<file path="src/rtl/ascon_round_ctrl.sv">
`timescale 1ns/1ps
// Round sequencer for the iterative Ascon permutation: runs p^A or p^B, one round
// per clock, driving the round index and the state-register load/enable controls.
module ascon_round_ctrl #(
    parameter int unsigned ROUNDS_A = 12,
    parameter int unsigned ROUNDS_B = 6
) (
    input  logic       clock_i,
    input  logic       resetb_i,
    input  logic       start_i,
    input  logic       rounds_sel_i,
    input  logic       abort_i,
    output logic [3:0] round_o,
    output logic       state_load_o,
    output logic       state_en_o,
    output logic       busy_o,
    output logic       done_o
);

    localparam int unsigned CNT_W    = 4;
    localparam int unsigned LAST_IDX = 11;
    // Runs always end on index 11, so shorter permutations start later in the schedule.
    localparam logic [CNT_W-1:0] START_A = CNT_W'(12 - ROUNDS_A);
    localparam logic [CNT_W-1:0] START_B = CNT_W'(12 - ROUNDS_B);

    typedef enum logic [1:0] {
        ST_IDLE = 2'd0,
        ST_RUN  = 2'd1,
        ST_DONE = 2'd2
    } state_t;

    state_t             r_state;
    logic [CNT_W-1:0]   r_cnt;
    logic               r_first;

    state_t             w_state_nxt;
    logic [CNT_W-1:0]   w_cnt_nxt;
    logic               w_first_nxt;
    logic [CNT_W-1:0]   w_start_idx;
    logic               w_run_nxt;

    assign w_start_idx = rounds_sel_i ? START_B : START_A;

    // Next-state and counter update.
    always_comb begin
        w_state_nxt = r_state;
        w_cnt_nxt   = r_cnt;
        w_first_nxt = r_first;
        case (r_state)
            ST_IDLE, ST_DONE: begin
                if (start_i) begin
                    w_state_nxt = ST_RUN;
                    w_cnt_nxt   = w_start_idx;
                    w_first_nxt = 1'b1;
                end else begin
                    w_state_nxt = ST_IDLE;
                    w_cnt_nxt   = '0;
                    w_first_nxt = 1'b0;
                end
            end
            ST_RUN: begin
                w_first_nxt = 1'b0;
                if (abort_i) begin
                    w_state_nxt = ST_IDLE;
                    w_cnt_nxt   = '0;
                end else if (r_cnt == CNT_W'(LAST_IDX)) begin
                    w_state_nxt = ST_DONE;
                    w_cnt_nxt   = '0;
                end else if (r_cnt > CNT_W'(LAST_IDX)) begin
                    w_state_nxt = ST_IDLE;
                    w_cnt_nxt   = '0;
                end else begin
                    w_cnt_nxt   = r_cnt + CNT_W'(1);
                end
            end
            default: begin
                w_state_nxt = ST_IDLE;
                w_cnt_nxt   = '0;
                w_first_nxt = 1'b0;
            end
        endcase
    end

    assign w_run_nxt = (w_state_nxt == ST_RUN);

    // Outputs are registered from the next-state values so they track the FSM state exactly.
    always_ff @(posedge clock_i or negedge resetb_i) begin
        if (!resetb_i) begin
            r_state      <= ST_IDLE;
            r_cnt        <= '0;
            r_first      <= 1'b0;
            round_o      <= '0;
            state_load_o <= 1'b0;
            state_en_o   <= 1'b0;
            busy_o       <= 1'b0;
            done_o       <= 1'b0;
        end else begin
            r_state      <= w_state_nxt;
            r_cnt        <= w_cnt_nxt;
            r_first      <= w_first_nxt;
            round_o      <= w_run_nxt ? w_cnt_nxt : '0;
            state_load_o <= w_run_nxt & w_first_nxt;
            state_en_o   <= w_run_nxt;
            busy_o       <= w_run_nxt;
            done_o       <= (w_state_nxt == ST_DONE);
        end
    end

endmodule

</file>
<file path="config.mk">
export PLATFORM = sky130hd
export DESIGN_NAME = ascon_round_ctrl
export DESIGN_NICKNAME = d
export VERILOG_FILES = /design/src/rtl/ascon_round_ctrl.sv
export SDC_FILE = /design/constraint.sdc
export NUM_CORES = 1
export LEC_CHECK = 0
export ABC_AREA = 1
export CAP_MARGIN = 30
export CORE_AREA = 2 2 39 41
export CTS_CLUSTER_SIZE = 12
export DETAILED_ROUTE_END_ITERATION = 10
export DIE_AREA = 0 0 41 43
export GPL_TIMING_DRIVEN = 0
export HOLD_SLACK_MARGIN = 0.05
export PLACE_DENSITY = 0.69
export SLEW_MARGIN = 20
export SYNTH_ARGS = -nofsm -noshare
export SYNTH_HDL_FRONTEND = slang
export SYNTH_SLANG_ARGS = --single-unit
</file>
<file path="constraint.sdc">
create_clock -name clock_i -period 1.8 [get_ports clock_i]
set_input_delay 0.36 -clock clock_i [delete_from_list [all_inputs] [get_ports clock_i]]
set_output_delay 0.36 -clock clock_i [all_outputs]
set_load 0.01 [all_outputs]
</file>
**Word-level counts from Yosys, hierarchy flattened**

Index checks and enable logic that the tools add are counted.
Widths: inputs -> output; s select.

- Output and inout bits: 8
- Bits of input ports: 5
- Bits in registers: 13
- Logic and storage cells: 30

- Bitwise logic cells: 1
- Eq/ne operators: 5
- Order comparisons: 1
- Reduce and logical (&&, ||, !) cells: 2
- Add/sub/neg operators: 1
- Mux-type cells: 14

Operator list:

| kind | count |
|---|---|
| $mux 4 | 4 |
| $pmux 4 s2 | 1 |
| $mux 2 | 3 |
| $mux 3 | 2 |
| $add 4x1->4 const B | 1 |
| $eq 2x1->1 const B | 2 |
| $eq 2x2->1 const B | 2 |
| $eq 4x4->1 const B | 1 |
| $gt 4x4->1 const B | 1 |
| $pmux 2 s2 | 1 |
| $mux 1 | 3 |
| $logic_not 2->1 | 1 |
| $reduce_or 2->1 | 1 |
| $and 1x1->1 | 1 |

**Depth between registers and ports, before layout**

- Depth in word-level cells: 7
- Gate-level depth with buffers: 6

**Worst setup path after synthesis**

No wires, ideal clock.

- Path type: register -> register
- Start point: register r_cnt[0]
- End point: register r_cnt[0]
- Setup slack: 811 ps
- Clock period less this slack: 989 ps
- Cell stages (with the launch flop): 7
- Arrival time: 865 ps
- Path buffers: 0
- Cell sequence: dfrtp_1 ha_1 nand2_2 nor2_4 inv_4 nand2_4 nor2_1

- Word-level cells in the longest chain between the ends: 5
- Elaborated cells between the ends (all ways): 7

RTL lines:

| what | RTL line | RTL |
|---|---|---|
| from (decl) | 33 | `logic [CNT_W-1:0] r_cnt;` |
| from (signal assigned) | 99 | `r_cnt <= w_cnt_nxt;` |
| $add 4x1->4 or $gt 4x4->1 (tied branches) | 73, 69 |  |
| $mux 4 | 69 | `end else if (r_cnt > CNT_W'(LAST_IDX)) begin` |
| $mux 4 * | 66 | `end else if (r_cnt == CNT_W'(LAST_IDX)) begin` |
| $mux 4 * | 63 | `if (abort_i) begin` |
| $pmux 4 s2 * | 49 | `case (r_state)` |
| net w_cnt_nxt[0] | 37 | `logic [CNT_W-1:0] w_cnt_nxt;` |

Mark *: on every way through the listed nets, which the timed path passes. The rest lies on a longest branch.

==> qor.csv <==
metric,value,unit
status,"complete, no violations",
fin_hold_ws,0.454,ns
powerDensity,826,mW/mm^2
grt_use_total,12.1,%
antenna_left,0,
synth_edf_count,0,
period_share,88.4,%
dr.pass1.iters,4,
final_area,719,sq um
critPathMaxStageDelay,0.46,ns
die_h,43,um
setup_viol,0,
synth_nets,64,
gp_congestion,0.718,
fmax,628,MHz
synthesis.instances,58,
via_per_inst,4.29,
cts_buffer_depth,2,
syn_area,553,sq um
criticalPathCategory,reg -> out,
finalMaxSlewViolations,0,
vdd_ir_drop_max,437,uV
core_area,0.00138,sq mm
final_cell_mix,"nand2_1 (13), dfrtp_1 (13), nor2_1 (12), clkdlybuf4s50_1 (12), inv_1 (5)",
cts_tree,done,
drt_iter0_markers,2,
skew,0.000827,ns
clk_pin_slew_worst_paths,0.07,ns
avgSynthCellArea,9.54,sq um
async_flop_share,100,%
vias,386,
drive_gt1_share,20.3,%
remaining_drc_errors,0,
cts_max_level,1,
placementRows,14,
insertion_delay,0.26,ns
post_cts_buffers,0,
critPathSlowestCell,clkdlybuf4s50_1,
critPathBufInv,2,
hold_violations,0,
fin_crit,1.59,ns
rsz0062_at_grt,no,
cts.sinks,13,
crit_family,buffers and inverters,
startpoint_type,flip-flop,
worstPathMaxFanout,2,
cts_buffers,3,
portBuffers,12,
cts_resized,0,
cts-hold-fix-buffers,0,
ios,13,
wl_per_cell,8.98,um
initial_utilization,40.0,%
setup-tns-final,0,ns
die_w,41,um
cp.required,1.44,ns
grt_pass1_vias,354,
grt_pass1_wl,1.39,mm
cp.arrival,1.23,ns
synthFlopType,dfrtp_1,
dp_hpwl,626,um
synth_cell_type_count,13,
total_power,0.594,mW
yosysSeqAreaShare,58.8,%
grt_max_degree,14,
grt_overflow_total,0,
critPathCaptureType,output port,
antenna_found_initial,0,
root_buffer,clkbuf_4,
worstPathCellList,buf_4 > clkdlybuf4s50_1,
place_area,693,sq um
n_fill_cell,140,
drv_cap,0,
holdCritPathClass,in -> async,
synth_seq_cells,13,
fin_nets,81,
p_leak,0.363,nW
die_area,0.00176,sq mm
antenna_cells,0,
worstMarginPinSlew,0.567,ns
relSlewSlack,62.1,%
wl,808,um
area_growth,30.1,%
fin_util,52.0,%
synth_warnings,0,
sequential cells by signal, summed over array words and instances, names as in the netlist:
register      cells
r_state           2
r_cnt             4
round_o           4
state_load_o      1
busy_o            1
done_o            1
stage by stage:
| step | cells | worst slack [ns] |
|---|---|---|
| floorplan | 58 | 0.811 |
| global placement | 86 | 0.501 |
| detailed placement | 86 | 0.497 |
| CTS | 90 | 0.198 |
| global route | 90 | 0.161 |
| finish | 90 | 0.208 |
where the power goes:
part	switching [mW]	internal, mW	leakage, nW
combinational	0.0467	0.0518	0.175
sequential	0.0110	0.311	0.172
clock	0.0873	0.0857	0.0150
total	0.145	0.449	0.363
metal layers:
layer / GRT usage, % / wire [um] / vias up
li1: - / - / 201
met1: 14.2 / 332 / 172
met2: 16.9 / 396 / 11
met3: 4.19 / 60 / 2
met4: 10.0 / 19 / 0
met5: 0 / 0 / -
area by class of cell:
type / count / area, sq um / area share [%]
plain buffers: 1 / 7.51 / 1.04
clock buffers: 4 / 26.3 / 3.65
inverters: 10 / 40.0 / 5.57
multi-input cells: 34 / 180 / 25.0
flip-flops and latches: 13 / 325 / 45.2
well taps: 16 / 20.0 / 2.78
repair buffers: 12 / 120 / 16.7
cell families after synthesis:
family / Yosys count / synth area share (%)
fa+ha+maj: 1 / 2.26
buf+inv: 11 / 8.60
simple gates: 31 / 28.5
compound gates: 2 / 1.81
flops: 13 / 58.8
cell usage after synthesis, types with 2 or more instances:
library cell / number / area share (%)
dfrtp_1: 13 / 59
nor2_1: 12 / 8.1
nand2_1: 13 / 8.8
nor2_4: 2 / 4.1
o21ai_0: 2 / 1.8
nand2_2: 2 / 2.3
inv_1: 5 / 3.4
inv_2: 4 / 2.7
worst reg2reg max path: cells and delay by family (launching register included):
family        cells  cell delay (ns)
simple gates      5             0.42
fa+ha+maj         1             0.18
flops             1             0.38
path summary, 6_finish.rpt:
| kind | start | end | slack (ns) | depth (start not counted) |
|---|---|---|---|---|
| max | busy_o | state_en_o | 0.21 | 2 |
| min | resetb_i | round_o[0] | 0.45 | 1 |
| max reg2reg | r_cnt[0] | round_o[2] | 0.72 | 6 |
| min reg2reg | r_state[1] | r_state[1] | 0.58 | 3 |
| max in group asynchronous | resetb_i | state_load_o | 0.98 | 1 |
| min in group clock_i | r_state[1] | r_state[1] | 0.58 | 3 |
No activity file was read; power rests on OpenSTA's default activity.
